===== config.mk =====
export PLATFORM = sky130hd
export DESIGN_NAME = shot_capture_nch
export DESIGN_NICKNAME = d
export VERILOG_FILES = /design/src/rtl/shot_pkg.sv /design/src/rtl/shot_peak_ch.sv /design/src/rtl/shot_capture_nch.sv
export SDC_FILE = /design/constraint.sdc
export NUM_CORES = 1
export LEC_CHECK = 0
export CAP_MARGIN = 30
export CELL_PAD_IN_SITES_DETAIL_PLACEMENT = 0
export CELL_PAD_IN_SITES_GLOBAL_PLACEMENT = 1
export CORE_AREA = 2 2 93 95
export DETAILED_ROUTE_END_ITERATION = 8
export DIE_AREA = 0 0 95 97
export HOLD_SLACK_MARGIN = 0.05
export PLACE_DENSITY_LB_ADDON = 0.3
export RECOVER_POWER = 25
export SLEW_MARGIN = 20
export SYNTH_ARGS = -nofsm -noshare
export SYNTH_HDL_FRONTEND = slang
export SYNTH_SLANG_ARGS = --single-unit

===== constraint.sdc =====
create_clock -name clk -period 2.95 [get_ports clk]
set_input_delay 0.59 -clock clk [delete_from_list [all_inputs] [get_ports clk]]
set_output_delay 0.59 -clock clk [all_outputs]
set_load 0.02 [all_outputs]

===== src/rtl/shot_pkg.sv =====
// shot_pkg: shared state encodings, default sizes and counter sizing helper for shot capture
// Contents:
//   state_t        IDLE=0, ARMED=1, CAPTURE=2, HOLD=3
//   DEF_NCH/DEF_W  default channel count and magnitude width
//   cnt_width()    bits needed to count up to max(a, b) inclusive
package shot_pkg;
    typedef enum logic [1:0] {
        ST_IDLE    = 2'd0,
        ST_ARMED   = 2'd1,
        ST_CAPTURE = 2'd2,
        ST_HOLD    = 2'd3
    } state_t;
    localparam int DEF_NCH = 2;
    localparam int DEF_W   = 16;
    function automatic int cnt_width(input int a, input int b);
        return $clog2(((a > b) ? a : b) + 1);
    endfunction
endpackage


===== src/rtl/shot_peak_ch.sv =====
// shot_peak_ch: single-channel peak register with zero, load and max-update controls
// Ports:
//   clk, rst   clock and synchronous active-high reset
//   zero       force the peak to 0 (highest priority)
//   load       load mag unconditionally
//   upd        take mag when it exceeds the held peak (unsigned)
//   mag        incoming magnitude
//   peak       held peak value
module shot_peak_ch
    import shot_pkg::*;
#(
    parameter int W = DEF_W
) (
    input  logic         clk,
    input  logic         rst,
    input  logic         zero,
    input  logic         load,
    input  logic         upd,
    input  logic [W-1:0] mag,
    output logic [W-1:0] peak
);
    logic [W-1:0] peak_q, peak_d;
    always_comb begin
        peak_d = zero ? '0 : (load || (upd && mag > peak_q)) ? mag : peak_q;
    end
    always_ff @(posedge clk) begin
        if (rst) peak_q <= '0;
        else     peak_q <= peak_d;
    end
    assign peak = peak_q;
endmodule


===== src/rtl/shot_capture_nch.sv =====
// shot_capture_nch: arm/trigger/window/hold sequencer capturing per-channel flick peaks
// Optional feature macro: SHOT_CAPTURE_TIMEOUT_EN (abandon ARMED after TIMEOUT_SAMPLES
// non-triggering channel-0 samples and pulse timeout); undefined, ARMED waits forever.
// Ports:
//   clk, rst    clock and synchronous active-high reset
//   arm         debounced arm level, rising edge arms the unit
//   clear       single-cycle abort, returns to IDLE with peaks zeroed
//   in_valid    per-channel sample strobe
//   in_mag      packed magnitudes, channel i at [i*W +: W]
//   peak_out    packed per-channel peaks
//   peak_valid  high in HOLD
//   shot_done   one-cycle pulse on HOLD entry
//   timeout     one-cycle pulse when ARMED times out
//   busy        high in ARMED or CAPTURE
//   state_out   current state encoding
module shot_capture_nch
    import shot_pkg::*;
#(
    parameter int NCH             = DEF_NCH,
    parameter int W               = DEF_W,
    parameter int TRIG_THRESH     = 200,
    parameter int WIN_SAMPLES     = 64,
    parameter int TIMEOUT_SAMPLES = 4096
) (
    input  logic             clk,
    input  logic             rst,
    input  logic             arm,
    input  logic             clear,
    input  logic [NCH-1:0]   in_valid,
    input  logic [NCH*W-1:0] in_mag,
    output logic [NCH*W-1:0] peak_out,
    output logic             peak_valid,
    output logic             shot_done,
    output logic             timeout,
    output logic             busy,
    output logic [1:0]       state_out
);
    localparam int CW = cnt_width(WIN_SAMPLES, TIMEOUT_SAMPLES);
    localparam logic [CW-1:0] WIN_LAST = CW'(WIN_SAMPLES - 1);
`ifdef SHOT_CAPTURE_TIMEOUT_EN
    localparam logic [CW-1:0] TO_LAST = CW'(TIMEOUT_SAMPLES - 1);
`endif
    state_t        state_q, state_d;
    logic [CW-1:0] cnt_q, cnt_d, cnt_inc;
    logic          arm_d_q, arm_rise;
    logic          shot_done_q, shot_done_d, timeout_q, timeout_d;
    logic          zero, load, upd;
    logic [NCH-1:0] hit;
    assign arm_rise = arm & ~arm_d_q;
    assign cnt_inc  = (cnt_q == '1) ? cnt_q : cnt_q + 1'b1;
    for (genvar g = 0; g < NCH; g++) begin : g_ch
        assign hit[g] = in_valid[g] && (in_mag[g*W +: W] >= W'(TRIG_THRESH));
        // Channels silent in the trigger cycle keep the 0 they were given on arming.
        shot_peak_ch #(.W(W)) u_peak (
            .clk  (clk),
            .rst  (rst),
            .zero (zero),
            .load (load & in_valid[g]),
            .upd  (upd & in_valid[g]),
            .mag  (in_mag[g*W +: W]),
            .peak (peak_out[g*W +: W])
        );
    end
    always_comb begin
        state_d     = state_q;
        cnt_d       = cnt_q;
        zero        = 1'b0;
        load        = 1'b0;
        upd         = 1'b0;
        shot_done_d = 1'b0;
        timeout_d   = 1'b0;
        if (clear) begin
            state_d = ST_IDLE;
            cnt_d   = '0;
            zero    = 1'b1;
        end else begin
            unique case (state_q)
                ST_ARMED: begin
                    if (|hit) begin
                        state_d = ST_CAPTURE;
                        cnt_d   = '0;
                        load    = 1'b1;
                    end
`ifdef SHOT_CAPTURE_TIMEOUT_EN
                    else if (in_valid[0]) begin
                        cnt_d = cnt_inc;
                        if (cnt_q == TO_LAST) begin
                            state_d   = ST_IDLE;
                            cnt_d     = '0;
                            timeout_d = 1'b1;
                        end
                    end
`endif
                end
                ST_CAPTURE: begin
                    upd = 1'b1;
                    if (in_valid[0]) begin
                        cnt_d = cnt_inc;
                        if (cnt_q == WIN_LAST) begin
                            state_d     = ST_HOLD;
                            shot_done_d = 1'b1;
                        end
                    end
                end
                default: begin
                    if (arm_rise) begin
                        state_d = ST_ARMED;
                        cnt_d   = '0;
                        zero    = 1'b1;
                    end
                end
            endcase
        end
    end
    always_ff @(posedge clk) begin
        if (rst) begin
            state_q     <= ST_IDLE;
            cnt_q       <= '0;
            arm_d_q     <= 1'b0;
            shot_done_q <= 1'b0;
            timeout_q   <= 1'b0;
        end else begin
            state_q     <= state_d;
            cnt_q       <= cnt_d;
            arm_d_q     <= arm;
            shot_done_q <= shot_done_d;
            timeout_q   <= timeout_d;
        end
    end
    assign peak_valid = (state_q == ST_HOLD);
    assign busy       = (state_q == ST_ARMED) || (state_q == ST_CAPTURE);
    assign state_out  = state_q;
    assign shot_done  = shot_done_q;
    assign timeout    = timeout_q;
endmodule


==> results of run 1 <==
-- synth_stat cells, types with 3 or more instances --
cell      number
a21oi_1       17
a22o_1        29
a31oi_1        4
a41oi_1        3
and3_1         7
and4_1         4
buf_6          3
clkbuf_1       3
dfxtp_1       49
ha_1          37
inv_1         38
nand2_1       23
nand3_1       15
nand3b_1       3
nand4_1       11
nor2_1        26
nor2b_1        7
nor3_1         3
nor4_1         6
o21ai_0        7
xor2_1         9
-- per-layer routing --
metal,global-route usage (%),vias up,part of all wire (%)
met2,25.70,55,45
met5,0,-,0
met3,3.115,4,4.2
met4,4.013,0,0.71
met1,23.22,1249,50
li1,-,1425,-
-- registers in the layout (all words and copies together) (netlist names) --
name              count
arm_d_q               1
cnt_q                13
g_ch.u_peak.peak     32
shot_done             1
state_out             2
-- per-stage QoR --
step	worst slack, ns	util, %	hold slack [ns]	instances
floorplan	0.6903	-	0.4602	341
global placement	-0.1541	48.70	0.4826	533
detailed placement	-0.2119	48.70	0.4836	533
CTS	0.1048	50.35	0.5052	541
global route	0.1917	50.44	0.5411	542
finish	0.3393	50.44	0.4996	542
-- placed cells by master (no fill, tap or decap), types with 17 or more instances in the layout --
cell / n
dlygate4sd3_1: 20
buf_4: 24
nor2_1: 26
dfxtp_1: 49
clkdlybuf4s50_1: 54
inv_1: 38
a22o_1: 29
nand2_1: 23
ha_1: 37
a21oi_1: 17
-- path summary, 6_finish.rpt --
kind / startpoint / end / slack (ns)
worst max-delay path: in_mag[5] / state_out[0] / 0.34
worst max register to register: g_ch[1].u_peak.peak[14] / g_ch[1].u_peak.peak[11] / 0.73
worst min-delay path: cnt_q[12] / cnt_q[12] / 0.50
worst min register to register: cnt_q[12] / cnt_q[12] / 0.50
-- cells by family (layout without fill, tap and decap cells) --
logic type	Yosys count	in the layout	synth area share [%]
AND/OR/NAND/NOR	116	116	20.86
other	1	1	0.1256
adder cells (fa/ha/maj)	37	37	15.50
AO/OA/AOI/OAI	78	78	19.90
XOR/XNOR	10	10	2.933
multiplexers	2	2	0.7122
buffers and inverters	48	144	7.122
flip-flops	49	49	32.84
-- critical path: stages --
cell             delay, ns
clkdlybuf4s50_1       0.43
buf_4                 0.15
o311ai_1              0.34
a31oi_1               0.18
buf_4                 0.17
a211o_1               0.34
o21ai_0               0.19
mux2_2                0.38
nor2_1                0.09
-- power by group through the flow --
stage	Sequential, W	Clock (W)	Combinational (W)
2_1_floorplan	0.000693	0	0.000118
3_3_place_gp	0.000688	0	0.000246
3_5_place_dp	0.000688	0	0.000248
4_1_cts	0.000673	0.000596	0.000250
5_1_grt	0.000674	0.000618	0.000275
6_report	0.000673	0.000576	0.000249
-- final cells by class --
class	instances	area, sq um
multi-input combinational	244	1793
tap	105	131.4
sequential	49	980.9
clock buffer	5	68.82
inverter	38	142.6
clock inverter	3	65.06
timing repair buffer	98	920.9
fill	809	4031
==> summary.txt, run 1 <==
Outcome
  – Outcome: complete, no violations

Place
  – Dpl hpwl: 5.848 mm
  – Area after DPL: 0.003961 sq mm
  – Port-buffer cells: 74
  – RD Place Congestion: 0.8213

Yosys
  – Post-Syn Area: 0.002987 sq mm
  – Syn. warnings: 0
  – Synth Net Count: 416
  – Synth top area share: 32.84%
  – Unique cell type count in the Yosys netlist: 49
  – Synth area leader: dfxtp_1
  – Post-synthesis sequential area ratio: 32.84%
  – Area contributors post-synth: dfxtp_1, ha_1, a22o_1
  – Syn_area_per_cell: 8.758 sq um
  – Synth Flop Type: dfxtp_1
  – Cells after Synth: 341
  – Register bit total from synthesis: 49
  – Post-synth EDFFs: 0
  – Synth async-reset ratio: 0%

STA
  – Final worst-path cycle share: 88.50%
  – Final setup violation count: 0
  – Fin Clk Skew: 0.01379 ns
  – Fin crit period: 2.611 ns
  – Max-slew violations: 0
  – Maximum clock frequency: 383.0 MHz
  – RSZ-0062 raised after global routing: false
  – Setup TNS: 0 ns
  – Fin. Hold Viols: 0
  – Max transition margin: 59.01%
  – Measured slew at the worst slew-check pin: 0.6149 ns

Worst setup path
  – Crit path kind: in2reg
  – Arr. time, crit path: 2.86 ns
  – Critical Path RT: 3.20 ns
  – Crit-path max FO: 6
  – Setup crit end kind: flop
  – Startpoint type of the worst setup path: input pin
  – Reg2Reg Depth: 7

CTS
  – TritonCTS sink count: 49
  – CTS Hold Bufs: 0
  – Clk_lat worst skew: 0.30 ns
  – Reg clk slew, reported paths: 0.10 ns
  – CTS tree: done
  – Clock Path Buffers: 2
  – Max H-tree Level: 2
  – Num CTS Buffers: 5
  – CTS resizes: 0
  – CTS root buf: clkbuf_8
  – Post-CTS Setup Inserts: 0

Finish
  – N_diodes: 0
  – Share of cells above drive strength 1: 10.07%
  – Area grow syn2layout: 37.37%
  – Final instance area: 0.004103 sq mm
  – Total Nets Final: 511

Global routing
  – Antenna violations before repair: 0
  – GRT Residual Overflow: 0
  – Vias in the first global route: 2,600
  – GRT Total Usage: 16.45%
  – Largest net degree at the start of global routing: 16
  – First-pass GRT wire length: 12.34 mm

Power and ir drop
  – Total power: 0.001498 W
  – Switching share of power: 24.80%
  – Clock power frac: 38.4%
  – Worst VDD drop: 0.2585 mV
  – P_sw: 0.0003715 W
  – Leak: 1.625 nW
  – Flop pwr share: 44.9%
  – Internal power: 0.001126 W
  – Pwr dens: 365.1 mW/mm^2
  – Comb power frac: 16.6%

Route
  – DR vias/cell: 5.042
  – 1st-pass router iterations: 4
  – DRC: 0
  – Final ANT Viol Nets: 0
  – Via count: 2,733
  – DR iter-0 viols: 88
  – Routed WL per cell: 13.80 um
  – Total wire length: 7.482 mm

Worst hold path
  – Hold Path Depth: 2
  – Hold Path Class: reg2reg

Floorplan
  – Initial Utilization: 36.72%
  – Row count: 33
  – # IOs: 76
  – Total Die Area: 0.009215 sq mm
  – Chip width: 95 um
  – Core area: 0.008134 sq mm
  – Die Y: 97 um

Job
  – Max-cap violations: 0
(Power assumes the default switching activity.)
==> run 2: changes to the inputs <==
Settings changed: CORE_AREA 2 2 93 95 to 2 2 99 101, DIE_AREA 0 0 95 97 to 0 0 101 103, GPL_ROUTABILITY_DRIVEN set to 0, SLEW_MARGIN 20 to 10, SYNTH_HIERARCHICAL set to 1.
==> run 2 against run 1 <==
  * Global-route usage rose by 2.2 points
  * Largest cell class unchanged
  * Largest power group unchanged
  * Clock power fell by 11%
  * Critical path depth rose by 2
  * Clock-buffer cell count rose by 1
==> summary.txt, run 2 <==
Outcome
  – Outcome: complete, no violations

Floorplan
  – Die Y: 103 um
  – Initial Utilization: 37.34%
  – Core area: 0.009459 sq mm
  – Row count: 36
  – # IOs: 76
  – Total Die Area: 0.01040 sq mm
  – Chip width: 101 um

Power and ir drop
  – Leak: 1.917 nW
  – Pwr dens: 308.8 mW/mm^2
  – Worst VDD drop: 0.1875 mV

Finish
  – Max reg flops: 32
  – Total Nets Final: 571
  – Share of cells above drive strength 1: 28.97%
  – Fillers: 892
  – Most frequent cells in the layout: buf_4, dfxtp_1, inv_1, ha_1, clkdlybuf4s50_1
  – Fin cells: 612
  – Area grow syn2layout: 41.73%
  – Commonest non-fill, non-tap cell in the layout: buf_4

CTS
  – CTS root buf: clkbuf_8
  – Num CTS Buffers: 5
  – TritonCTS sink count: 49
  – Clk_lat worst skew: 0.30 ns
  – CTS tree: done
  – Reg clk slew, reported paths: 0.09 ns
  – Max H-tree Level: 2
  – Clock Path Buffers: 2
  – CTS Hold Bufs: 0

Worst setup path
  – Startpoint type of the worst setup path: input pin
  – Setup crit end kind: flop
  – Arr. time, crit path: 3.12 ns
  – Reg2Reg Depth: 6
  – Critical Path RT: 3.18 ns
  – Crit path kind: in2reg
  – Crit-path max FO: 8

Yosys
  – Largest family of logic cells by synthesized area: compound AO/OA/AOI/OAI gates
  – Mux share of post-synthesis cell area: 0.8502%
  – Synth Flop Type: dfxtp_1
  – Post-Syn Area: 0.003532 sq mm
  – Synth Area in Adders: 13.11%
  – Synth top area share: 27.77%
  – Post-synthesis xor/xnor area fraction: 0%
  – Post-synthesis sequential area ratio: 27.77%
  – Post-synth EDFFs: 0
  – Synth async-reset ratio: 0%
  – Synth Net Count: 450
  – Syn_area_per_cell: 9.419 sq um
  – Unique cell type count in the Yosys netlist: 56
  – Register bit total from synthesis: 49
  – Cells after Synth: 375
  – Most frequent cell after synthesis: dfxtp_1
  – Top cells by count, synth: dfxtp_1, inv_1, ha_1, o311ai_0, o31ai_2
  – Compound-cell area share of the yosys netlist: 33.90%
  – Syn. warnings: 6
  – Post-Synth Simple-Gate Area: 14.95%
  – Area contributors post-synth: dfxtp_1, ha_1, o311ai_0
  – Synth area leader: dfxtp_1

Global routing
  – GRT Residual Overflow: 0
  – GRT Total Usage: 18.60%
  – Largest net degree at the start of global routing: 17
  – Antenna violations before repair: 1
  – First-pass GRT wire length: 15.60 mm
  – Vias in the first global route: 3,287

Route
  – 1st-pass router iterations: 4
  – Via count: 3,398
  – M1 wire length: 4.416 mm
  – Routed WL per cell: 15.89 um
  – Total wire length: 9.727 mm
  – Max Used Layer: met4
  – Metal2 WL: 4.742 mm
  – Met3 wire length: 443 um
  – DRC: 0
  – Final ANT Viol Nets: 0
  – DR iter-0 viols: 119
  – DR vias/cell: 5.552

Job
  – Max-cap violations: 0

STA
  – Max-slew violations: 0
  – Final worst-path cycle share: 98.02%
  – Final setup violation count: 0
  – Measured slew at the worst slew-check pin: 0.7122 ns
  – Fin crit period: 2.892 ns
  – PnR worst setup slack: 0.05837 ns
  – Maximum clock frequency: 345.8 MHz
  – Fin Clk Skew: 0.003968 ns
  – Max transition margin: 52.52%
  – Fin. Hold Viols: 0

Place
  – Place WS: -0.6856 ns
  – Port-buffer cells: 74
  – Dpl hpwl: 7.414 mm
  – Placed Cells: 595

Worst hold path
  – Hold Path Class: reg2reg
  – Hold Path Depth: 2
[run 2: cell types whose count changed in the layout (fill, tap and decap cells not counted), moves of 7 or more]
| cell | change |
|---|---|
| clkdlybuf4s50_1 | -22 |
| o31ai_2 | +25 |
| a22o_1 | -29 |
| xor2_1 | -9 |
| clkbuf_2 | +8 |
| o311ai_1 | +21 |
| nor2_1 | -16 |
| o31ai_1 | +11 |
| dlygate4sd2_1 | +7 |
| buf_4 | +31 |
[run 2: cell type report]
class	count	area [sq um]	area share (%)
repair buffers	136	1236	24.69
flip-flops and latches	49	980.9	19.60
diodes	1	2.502	0.04999
clock buffers	6	82.58	1.650
clock inverters	2	37.54	0.7498
multi-input cells	262	2366	47.26
well taps	114	142.6	2.849
inverters	42	157.7	3.149
[run 2: metal layers]
layer | up-vias | track usage [%]
met3 | 12 | 2.847
li1 | 1696 | -
met4 | 0 | 4.782
met1 | 1607 | 24.25
met2 | 83 | 32.31
met5 | - | 0
[run 2: what timing repair did]
item	CTS	global route
gates resized for setup	70	32
setup buffers	4	2
endpoints found under the setup margin	32	31
pin swaps	15	13
endpoints found under the hold margin	0	0
cloned	1	1
[run 2: path summary, 6_finish.rpt]
check	start	end	slack [ns]
min	cnt_q[12]	cnt_q[12]	0.48
max reg2reg	state_out[1]	cnt_q[5]	0.43
min reg2reg	cnt_q[12]	cnt_q[12]	0.48
max	in_mag[29]	g_ch[1].u_peak/peak[4]	0.06
[run 2: per-stage QoR]
stage                     area, sq um  power (W)  TNS [ns]  util [%]  hold WS, ns
after floorplan                  3536  0.0008659         0         -       0.4393
after global placement           4703   0.001026    -17.85     49.72       0.4595
after global routing             5004   0.001613  -0.07311     52.90       0.5015
final                            5006   0.001546         0     52.92       0.4751
after detailed placement         4703   0.001030    -19.31     49.72       0.4615
after CTS                        4901   0.001552         0     51.81       0.4766
[run 2: kinds of logic (layout without fill, tap and decap cells)]
kind of cell             count (synthesis)  in the layout
AO/OA/AOI/OAI                          133            133
multiplexers                             3              3
AND/OR/NAND/NOR                         88             88
buffers and inverters                   64            186
other                                    1              2
adder cells (fa/ha/maj)                 37             37
flip-flops                              49             49
[run 2: worst max-delay path, cell delays in order]
cell,delay (ns)
dlygate4sd2_1,0.25
or4_4,0.43
o31a_4,0.38
o21ai_4,0.19
nor3_2,0.07
a211oi_2,0.19
o21ai_1,0.10
a21o_1,0.20
o31a_1,0.33
clkbuf_16,0.20
o31ai_1,0.18
[run 2: where the power goes]
| group | leakage [nW] | switching [W] | total (W) | internal, W |
|---|---|---|---|---|
| combinational | 1.46 | 0.000191 | 0.000362 | 0.000171 |
| clock | 0.0574 | 0.000236 | 0.000512 | 0.000276 |
| sequential | 0.395 | 0.00000514 | 0.000671 | 0.000666 |
